**config.mk**
```make
export PLATFORM = sky130hd
export DESIGN_NAME = acc_stream_tx_flat
export DESIGN_NICKNAME = d
export VERILOG_FILES = /design/src/rtl/acc_stream_tx_pkg.sv /design/src/rtl/acc_stream_tx_if.sv /design/src/rtl/acc_tx_fifo.sv /design/src/rtl/acc_stream_tx.sv /design/src/flat_wrapper.sv
export SDC_FILE = /design/constraint.sdc
export NUM_CORES = 1
export LEC_CHECK = 0
export BUFFER_PORTS_ARGS = -buffer_cell sky130_fd_sc_hd__buf_4
export CORE_MARGIN = 2
export CORE_UTILIZATION = 40
export DETAILED_ROUTE_END_ITERATION = 12
export HOLD_SLACK_MARGIN = 0.06
export PLACE_DENSITY_LB_ADDON = 0.15
export SYNTH_ARGS = -nofsm -noshare
export SYNTH_HDL_FRONTEND = slang
export SYNTH_SLANG_ARGS = --single-unit
```
**constraint.sdc**
```tcl
create_clock -name clk -period 4.09 [get_ports clk]
set_input_delay 0.409 -clock clk [delete_from_list [all_inputs] [get_ports clk]]
set_output_delay 0.409 -clock clk [all_outputs]
set_load 0.02 [all_outputs]
```
**src/rtl/acc_stream_tx_pkg.sv**
```systemverilog
// Shared state encoding and default widths for the accumulator transmit path.
package acc_stream_tx_pkg;

    localparam int DATA_WIDTH   = 32;
    localparam int BUFFER_WIDTH = 2;

    typedef enum logic [2:0] {
        ST_IDLE,
        ST_CLEAR,
        ST_SEND,
        ST_WAIT_RES,
        ST_DONE
    } state_e;

endpackage

```
**src/rtl/acc_stream_tx_if.sv**
```systemverilog
// Host, accumulator-stream and result signals of acc_stream_tx.
// The master side drives requests and data; the slave side is the transmit block.
interface acc_stream_tx_if import acc_stream_tx_pkg::*; #(
    parameter int DataWidth       = DATA_WIDTH,
    parameter int GroupCountWidth = 8
) ();

    logic                       Start;
    logic [GroupCountWidth-1:0] GroupCount;
    logic                       HostValid;
    logic [DataWidth-1:0]       HostData;
    logic                       HostRdy;
    logic                       TxValid;
    logic [DataWidth-1:0]       TxData;
    logic                       TxRdy;
    logic                       AccSclr;
    logic                       ResultValid;
    logic [DataWidth-1:0]       ResultData;
    logic                       ResultOutValid;
    logic [DataWidth-1:0]       ResultOut;
    logic                       Busy;
    logic                       Done;

    modport master (
        output Start, GroupCount, HostValid, HostData, TxRdy, ResultValid, ResultData,
        input  HostRdy, TxValid, TxData, AccSclr, ResultOutValid, ResultOut, Busy, Done
    );

    modport slave (
        input  Start, GroupCount, HostValid, HostData, TxRdy, ResultValid, ResultData,
        output HostRdy, TxValid, TxData, AccSclr, ResultOutValid, ResultOut, Busy, Done
    );

endinterface

```
**src/rtl/acc_tx_fifo.sv**
```systemverilog
// Synchronous FIFO with registered full/empty; a pushed word reaches the head one cycle later.
// Push at full and pop at empty are ignored, so callers may strobe without pre-qualifying.
module acc_tx_fifo import acc_stream_tx_pkg::*; #(
    parameter int DataWidth   = DATA_WIDTH,
    parameter int BufferWidth = BUFFER_WIDTH,
    parameter int BufferSize  = 2 ** BufferWidth
) (
    input  logic                 clk,
    input  logic                 sclr_n,
    input  logic                 push_i,
    input  logic [DataWidth-1:0] push_dat_i,
    input  logic                 pop_i,
    output logic [DataWidth-1:0] head_dat_o,
    output logic                 full_o,
    output logic                 empty_o
);

    logic [DataWidth-1:0]   mem_q [BufferSize];
    logic [BufferWidth-1:0] wr_ptr_q, rd_ptr_q;
    logic [BufferWidth:0]   count_q, count_d;
    logic                   full_q, empty_q;
    logic                   push, pop;

    assign push       = push_i & ~full_q;
    assign pop        = pop_i & ~empty_q;
    assign head_dat_o = mem_q[rd_ptr_q];
    assign full_o     = full_q;
    assign empty_o    = empty_q;

    always_comb begin
        count_d = count_q;
        if (push && !pop) begin
            count_d = count_q + (BufferWidth + 1)'(1);
        end else if (pop && !push) begin
            count_d = count_q - (BufferWidth + 1)'(1);
        end
    end

    always_ff @(posedge clk) begin
        if (!sclr_n) begin
            wr_ptr_q <= '0;
            rd_ptr_q <= '0;
            count_q  <= '0;
            full_q   <= 1'b0;
            empty_q  <= 1'b1;
            for (int i = 0; i < BufferSize; i++) begin
                mem_q[i] <= '0;
            end
        end else begin
            if (push) begin
                mem_q[wr_ptr_q] <= push_dat_i;
                wr_ptr_q        <= wr_ptr_q + BufferWidth'(1);
            end
            if (pop) begin
                rd_ptr_q <= rd_ptr_q + BufferWidth'(1);
            end
            count_q <= count_d;
            // count never exceeds the depth, so its MSB alone marks full
            full_q  <= count_d[BufferWidth];
            empty_q <= (count_d == '0);
        end
    end

endmodule

```
**src/rtl/acc_stream_tx.sv**
```systemverilog
// Streams buffered host words into the accumulator in groups and counts returned results.
// Results are re-registered with 1-cycle latency; TxValid holds under TxRdy backpressure, HostRdy drops at full.
module acc_stream_tx import acc_stream_tx_pkg::*; #(
    parameter int DataWidth            = DATA_WIDTH,
    parameter int BufferWidth          = BUFFER_WIDTH,
    parameter int BufferSize           = 2 ** BufferWidth,
    parameter int AccumulateCount      = 2,
    parameter int AccumulateCountWidth = 1,
    parameter int GroupCountWidth      = 8
) (
    input  logic            clk,
    input  logic            sclr_n,
    acc_stream_tx_if.slave  bus
);

    localparam logic [AccumulateCountWidth-1:0] ElemLast =
        AccumulateCountWidth'(AccumulateCount - 1);

    state_e                          state_q, state_d;
    logic [AccumulateCountWidth-1:0] elem_cnt_q, elem_cnt_d;
    logic [GroupCountWidth-1:0]      group_cnt_q, group_cnt_d;
    logic [GroupCountWidth-1:0]      result_cnt_q, result_cnt_d;
    logic [GroupCountWidth-1:0]      group_total_q, group_total_d;
    logic                            res_vld_q, res_vld_d;
    logic [DataWidth-1:0]            res_dat_q, res_dat_d;
    logic [DataWidth-1:0]            head_dat;
    logic                            fifo_full, fifo_empty;
    logic                            push, pop, tx_vld;

    acc_tx_fifo #(
        .DataWidth  (DataWidth),
        .BufferWidth(BufferWidth),
        .BufferSize (BufferSize)
    ) u_fifo (
        .clk       (clk),
        .sclr_n    (sclr_n),
        .push_i    (push),
        .push_dat_i(bus.HostData),
        .pop_i     (pop),
        .head_dat_o(head_dat),
        .full_o    (fifo_full),
        .empty_o   (fifo_empty)
    );

    assign push   = bus.HostValid & ~fifo_full;
    assign tx_vld = (state_q == ST_SEND) & ~fifo_empty;
    assign pop    = tx_vld & bus.TxRdy;

    assign bus.HostRdy        = ~fifo_full;
    assign bus.TxValid        = tx_vld;
    assign bus.TxData         = head_dat;
    assign bus.AccSclr        = (state_q == ST_CLEAR);
    assign bus.Busy           = (state_q != ST_IDLE);
    assign bus.Done           = (state_q == ST_DONE);
    assign bus.ResultOutValid = res_vld_q;
    assign bus.ResultOut      = res_dat_q;

    always_comb begin
        state_d       = state_q;
        elem_cnt_d    = elem_cnt_q;
        group_cnt_d   = group_cnt_q;
        result_cnt_d  = result_cnt_q;
        group_total_d = group_total_q;
        res_vld_d     = 1'b0;
        res_dat_d     = res_dat_q;

        // results are only meaningful once the accumulator has been cleared for this job
        if ((state_q == ST_SEND || state_q == ST_WAIT_RES) && bus.ResultValid) begin
            res_vld_d    = 1'b1;
            res_dat_d    = bus.ResultData;
            result_cnt_d = result_cnt_q + GroupCountWidth'(1);
        end

        case (state_q)
            ST_IDLE: begin
                if (bus.Start) begin
                    if (bus.GroupCount != '0) begin
                        group_total_d = bus.GroupCount;
                        state_d       = ST_CLEAR;
                    end else begin
                        state_d = ST_DONE;
                    end
                end
            end
            ST_CLEAR: begin
                elem_cnt_d   = '0;
                group_cnt_d  = '0;
                result_cnt_d = '0;
                state_d      = ST_SEND;
            end
            ST_SEND: begin
                if (pop) begin
                    if (elem_cnt_q == ElemLast) begin
                        elem_cnt_d  = '0;
                        group_cnt_d = group_cnt_q + GroupCountWidth'(1);
                        if (group_cnt_d == group_total_q) begin
                            state_d = ST_WAIT_RES;
                        end
                    end else begin
                        elem_cnt_d = elem_cnt_q + AccumulateCountWidth'(1);
                    end
                end
            end
            ST_WAIT_RES: begin
                if (result_cnt_q == group_total_q) begin
                    state_d = ST_DONE;
                end
            end
            ST_DONE: begin
                state_d = ST_IDLE;
            end
            default: begin
                state_d = ST_IDLE;
            end
        endcase
    end

    always_ff @(posedge clk) begin
        if (!sclr_n) begin
            state_q       <= ST_IDLE;
            elem_cnt_q    <= '0;
            group_cnt_q   <= '0;
            result_cnt_q  <= '0;
            group_total_q <= '0;
            res_vld_q     <= 1'b0;
            res_dat_q     <= '0;
        end else begin
            state_q       <= state_d;
            elem_cnt_q    <= elem_cnt_d;
            group_cnt_q   <= group_cnt_d;
            result_cnt_q  <= result_cnt_d;
            group_total_q <= group_total_d;
            res_vld_q     <= res_vld_d;
            res_dat_q     <= res_dat_d;
        end
    end

endmodule

```
**src/flat_wrapper.sv**
```systemverilog
// flat-port wrapper written by rule: the top's interface ports become plain ports
module acc_stream_tx_flat import acc_stream_tx_pkg::*;
#(
    parameter int DataWidth            = DATA_WIDTH,
    parameter int BufferWidth          = BUFFER_WIDTH,
    parameter int BufferSize           = 2 ** BufferWidth,
    parameter int AccumulateCount      = 2,
    parameter int AccumulateCountWidth = 1,
    parameter int GroupCountWidth      = 8
)
  (clk, sclr_n, bus_Start, bus_GroupCount, bus_HostValid, bus_HostData, bus_TxRdy, bus_ResultValid, bus_ResultData, bus_HostRdy, bus_TxValid, bus_TxData, bus_AccSclr, bus_ResultOutValid, bus_ResultOut, bus_Busy, bus_Done);
  acc_stream_tx_if #(.DataWidth(DataWidth), .GroupCountWidth(GroupCountWidth)) bus_i ();
  input  logic clk;
  input  logic sclr_n;
  input wire logic [$bits(bus_i.Start)-1:0] bus_Start;
  input wire logic [$bits(bus_i.GroupCount)-1:0] bus_GroupCount;
  input wire logic [$bits(bus_i.HostValid)-1:0] bus_HostValid;
  input wire logic [$bits(bus_i.HostData)-1:0] bus_HostData;
  input wire logic [$bits(bus_i.TxRdy)-1:0] bus_TxRdy;
  input wire logic [$bits(bus_i.ResultValid)-1:0] bus_ResultValid;
  input wire logic [$bits(bus_i.ResultData)-1:0] bus_ResultData;
  output wire logic [$bits(bus_i.HostRdy)-1:0] bus_HostRdy;
  output wire logic [$bits(bus_i.TxValid)-1:0] bus_TxValid;
  output wire logic [$bits(bus_i.TxData)-1:0] bus_TxData;
  output wire logic [$bits(bus_i.AccSclr)-1:0] bus_AccSclr;
  output wire logic [$bits(bus_i.ResultOutValid)-1:0] bus_ResultOutValid;
  output wire logic [$bits(bus_i.ResultOut)-1:0] bus_ResultOut;
  output wire logic [$bits(bus_i.Busy)-1:0] bus_Busy;
  output wire logic [$bits(bus_i.Done)-1:0] bus_Done;
  assign bus_i.Start = bus_Start;
  assign bus_i.GroupCount = bus_GroupCount;
  assign bus_i.HostValid = bus_HostValid;
  assign bus_i.HostData = bus_HostData;
  assign bus_i.TxRdy = bus_TxRdy;
  assign bus_i.ResultValid = bus_ResultValid;
  assign bus_i.ResultData = bus_ResultData;
  assign bus_HostRdy = bus_i.HostRdy;
  assign bus_TxValid = bus_i.TxValid;
  assign bus_TxData = bus_i.TxData;
  assign bus_AccSclr = bus_i.AccSclr;
  assign bus_ResultOutValid = bus_i.ResultOutValid;
  assign bus_ResultOut = bus_i.ResultOut;
  assign bus_Busy = bus_i.Busy;
  assign bus_Done = bus_i.Done;
  acc_stream_tx #(.DataWidth(DataWidth), .BufferWidth(BufferWidth), .BufferSize(BufferSize), .AccumulateCount(AccumulateCount), .AccumulateCountWidth(AccumulateCountWidth), .GroupCountWidth(GroupCountWidth)) u_core (.clk(clk), .sclr_n(sclr_n), .bus(bus_i));
endmodule
```
* Yosys cells after proc, flatten, opt, wreduce, memory -nomap -nowiden
Memories as Yosys holds them, arrays and structs flattened. A register that Yosys moved wholly into a read port is not among the register bits.
Index checks and enable logic that the tools add are counted.
** Storage, ports and cells
- Memories :: 1
- RAM bits :: 128
- Register bits :: 70
- Output and inout bits :: 70
- Input port bits :: 78
- Word-level logic and storage cells :: 81
** Memory list
- u_core.u_fifo.mem_q :: depth 4, width 32, read ports 1, clocked after memory_dff 1, wr ports 4, RTL line acc_tx_fifo.sv:18 : logic [DataWidth-1:0] mem_q [BufferSize];
** Cells by class
- Reduce and logical (&&, ||, !) cells :: 17
- Bitwise operators :: 8
- Equal/unequal tests :: 11
- $add $sub $neg :: 7
- Multiplexer cells :: 25
** Operator list (number)
- two-way mux 32 bit :: 1
- OR reduction 32 bit :: 1
- two-way mux 3 bit :: 8
- adder 8 x 1 -> 8 bit, second input constant :: 2
- == test 8 bit :: 2
- two-way mux 8 bit :: 2
- one-hot mux 8 bit (2 select lines) :: 1
- one-hot mux 3 bit (4 select lines) :: 1
- two-way mux 1 bit :: 8
- != test 2 bit, second input constant :: 4
- nonzero test 8 bit :: 1
- == test 3 x 2 -> 1 bit, second input constant :: 2
- logical NOT 3 bit :: 2
- two-way mux 2 bit :: 3
- AND reduction 3 bit :: 2
- AND 1 bit :: 5
- AND reduction 5 bit :: 1
- adder 2 x 1 -> 2 bit, second input constant :: 2
- adder 3 x 1 -> 3 bit, second input constant :: 1
- == test 3 x 1 -> 1 bit, second input constant :: 1
- == test 3 bit, second input constant :: 1
- logical AND 1 bit :: 3
- NOT 1 bit :: 3
- nonzero test 3 bit :: 1
- 9 further kinds :: 10

* Longest topological paths before layout
- Depth in word-level cells :: 8
- Mapped depth :: 6

* By module
Synthesis repeated with hierarchy kept, for this count alone.
** Unflattened totals
- Cell total of the unflattened synthesis :: 691
- Area total of the unflattened synthesis :: 8893.5 um^2
** Modules (own cells, without submodules)
- acc_tx_fifo :: times used 1, cells each 365, sequential area each 4043.9 um^2, area an instance 6052.1 um^2
- acc_stream_tx :: times used 1, cells each 326, sequential area each 1221.2 um^2, area an instance 2841.5 um^2

* Least setup slack after synthesis
Ideal clock, no wire load.
- Path kind :: register -> register
- Start point :: register, netlist name u_core.u_fifo.count_q[2]
- End point :: memory u_core.u_fifo.mem_q[1][0] (netlist name), enable pin
- Data arrival time :: 2.941 ns
- Setup time :: 0.466 ns
- Slack :: 0.683 ns
- Cell stages (with the launch flop) :: 4
- Path buffers :: 0
- Cells stage by stage :: dfxtp_1 > inv_1 > nand2_1 > o21ai_0
** RTL lines (RTL line)
- end: declaration :: acc_tx_fifo.sv:18

==> impl_metrics.csv <==
group,metric,value,unit
floorplanning,start_util,40.8,%
floorplanning,num_rows,53,
clocking,cts_buffers,17,
logic_synthesis,synth.top_cell.area_share,44.8,%
timing,fin_setup_tns,0,ns
timing,fin_ws,1.27,ns
power_and_ir_drop,powerDensity,468,nW/um2
floorplanning,num_io_pins,148,
clocking,clock_path_buffers,2,
run_status,status,"completed",
critical_path,cp.arrival,2.41,ns
grt,grt_first_pass_wirelength,31.0,mm
placed_design,hpwlAfterDp,12.9,mm
critical_path,worst-setup-path-type,"register to output pin",
placed_design,io_buffers,147,
drt,drt_wl_total,19.6,mm
logic_synthesis,synth.most_common_cell,"edfxtp_1",
clocking,cts_root_buffer,"clkbuf_16",
drt,dr.pass1.iters,4,
final_layout,diodes,0,
critical_path,r2r-end,"u_core.u_fifo.mem_q[1][31]",
drt,initialDrtViolationCount,240,
timing,fin_crit,2.82,ns
run,cap_violations,0,
grt,grt_use_total,18.1,%
logic_synthesis,ys_seq_area_share,61.3,%
timing,rsz0062_at_grt,"no",
critical_path,cp.required,3.68,ns
critical_path,path_buf_inv,2,
logic_synthesis,synth_edf_count,128,
grt,grt_max_degree,60,
logic_synthesis,synth-warning-count,0,
worst_hold_path,min_to,"u_core.bus.ResultOut[9]",
power_and_ir_drop,leakage,4.26,nW
logic_synthesis,synthFlopType,"edfxtp_1",
worst_hold_path,timing.hold.worst.class,"input port to register",
critical_path,path_delay_family,"flip-flops",
logic_synthesis,syn_inst,717,
critical_path,worst_setup_path_end_kind,"output pin",
critical_path,slowest_delay,0.82,ns
drt,wire_per_inst,17.3,um
critical_path,worstPathCellList,"buf_4, mux4_2, buf_4",
timing,tightestPinTransition,1.20,ns
critical_path,crit_cells,3,
drt,post-route-drc-count,0,
drt,vias_per_cell,5.04,
critical_path,path_max_fanout,20,
clocking,clk_pin_slew,0.08,ns
worst_hold_path,whs_path_depth,3,
clocking,holdBufCountCts,0,
floorplanning,die-area,22600,um2
worst_hold_path,min_from,"bus_ResultData[9]",
drt,ant_nets,0,
logic_synthesis,synthDistinctLibCells,51,
critical_path,crit_top_cell,"buf_4",
critical_path,r2r_setup_slack,1.54,ns
critical_path,r2r-start,"u_core.u_fifo.wr_ptr_q[0]",
clocking,cts_resized,0,
logic_synthesis,synth.area.top_cells,"edfxtp_1 45%, dfxtp_1 17%, mux4_2 8.4%, nand2_1 4.9%, nor2_1 3.7%",
clocking,cts_tree,"done",
logic_synthesis,async_reset_ff_share,0,%
final_layout,fill_cells,1867,
timing,fmax,0.355,GHz
final_layout,area_growth_syn_to_layout,22.9,%
logic_synthesis,ys_ff_latch,199,
floorplanning,die_x,150,um
placed_design,place_ws,1.45,ns
clocking,cts_setup_buffers,0,
logic_synthesis,syn_area,8580,um2
clocking,insertion_delay,0.44,ns
final_layout,final_cell_count_no_fill,1135,
final_layout,drive_above_1_share,27.0,%
grt,antenna_found_initial,0,
critical_path,reg2reg_depth,2,
floorplanning,fp.dieH,150,um
grt,grt-ovfl-total,0,
timing,finalHoldViolCount,0,
logic_synthesis,synth_commonest_cells,"128 x edfxtp_1, 112 x nand2_1, 84 x nor2_1, 71 x dfxtp_1, 43 x and2_1",
critical_path,start_kind,"register",
clocking,htree_levels,4,
grt,grt_pass1_vias,5967,
drt,vias,5721,
timing,slew_headroom,19.6,%
clocking,cts_sinks,199,
timing,min_period_over_period,68.9,%
placed_design,dp.cells,1103,
critical_path,cp_slowest_cell,"dfxtp_2",
timing,drv_slew,0,
floorplanning,core_area,21000,um2
placed_design,gp_congestion,0.765,
timing,fin_skew,0.0162,ns
timing,fin_hold_ws,0.224,ns
final_layout,fin_nets,929,
logic_synthesis,synth_area_per_cell,12.0,um2
logic_synthesis,synth_top_cell_by_area,"edfxtp_1",
logic_synthesis,syn-num-nets,799,
timing,setup_violations,0,
power_and_ir_drop,peakVddDrop,0.000312,V
cell families after synthesis:
family / after synthesis / share of synthesized area, %
DFF: 199 / 61.3
xor gates and xnor gates: 28 / 2.86
AOI/OAI and AO/OA: 70 / 5.74
adders and majority gates: 5 / 0.700
muxes: 43 / 9.69
and+or+nand+nor: 295 / 16.2
buffers and inverters: 77 / 3.47
where the power goes:
group	switching (mW)	leakage (nW)	internal (mW)
registers	0.114	1.91	2.31
clock network	0.776	0.297	0.918
logic	0.455	2.06	0.356
metrics by stage:
stage,total power [mW],area (um2),util (%)
floorplan,2.96,8580,-
global route,5.16,10600,50.2
detailed placement,3.30,9950,47.3
finish,4.93,10600,50.2
CTS,4.99,10600,50.2
global placement,3.27,9950,47.3
cells in the final DEF (no fill, tap or decap), types with 13 or more instances in the layout:
cell type	Yosys	final
a21boi_0	33	33
and2_1	43	43
buf_4	0	152
clkbuf_16	0	18
dfxtp_1	71	69
edfxtp_1	128	128
inv_1	36	36
mux4_2	32	32
nand2_1	112	111
nor2_1	84	84
nor2b_1	13	13
o21ai_0	16	14
xor2_1	18	18
per-layer routing:
metal	share of wire, %	routed length, um	GRT usage (%)	vias to the layer above
met1	43	8390	23.0	2767
met3	7.7	1500	5.39	12
met4	0.90	177	4.29	0
li1	-	-	-	2750
met2	49	9520	30.5	192
met5	0	0	0	-
worst max path at each step:
stage / start / to / slack, ns
6_report: register / bus_TxData[17] / 1.27
2_1_floorplan: u_core.u_fifo.count_q[2] / u_core.u_fifo.mem_q[1][0] / 0.68
3_3_place_gp: bus_HostValid / u_core.u_fifo.mem_q[0][28] / 1.46
5_1_grt: register / bus_TxData[18] / 1.08
3_5_place_dp: bus_HostValid / u_core.u_fifo.mem_q[0][1] / 1.45
4_1_cts: register / bus_TxData[18] / 1.16
state kept, by name, summed over array words and instances (netlist names), 2 cells and up, named ones only:
name                    flops
u_core.bus.ResultOut       32
u_core.group_cnt_q          8
u_core.group_total_q        8
u_core.result_cnt_q         8
u_core.state_q              3
u_core.u_fifo.count_q       3
u_core.u_fifo.mem_q       128
u_core.u_fifo.rd_ptr_q      2
u_core.u_fifo.wr_ptr_q      2
worst min-delay path, cell delays in order:
cell and delay (ns):
buf_4 0.11, nand2_1 0.04, a21boi_0 0.06
final cells by class:
type / instances / area [um2] / share of cell area (%)
timing repair buffer: 152 / 1140 / 10.8
multi-input combinational: 441 / 3060 / 29.0
sequential: 199 / 5270 / 49.9
tap: 275 / 344 / 3.26
clock inverter: 12 / 135 / 1.28
inverter: 36 / 135 / 1.28
clock buffer: 20 / 468 / 4.44
No activity file was read; power rests on OpenSTA's default activity.
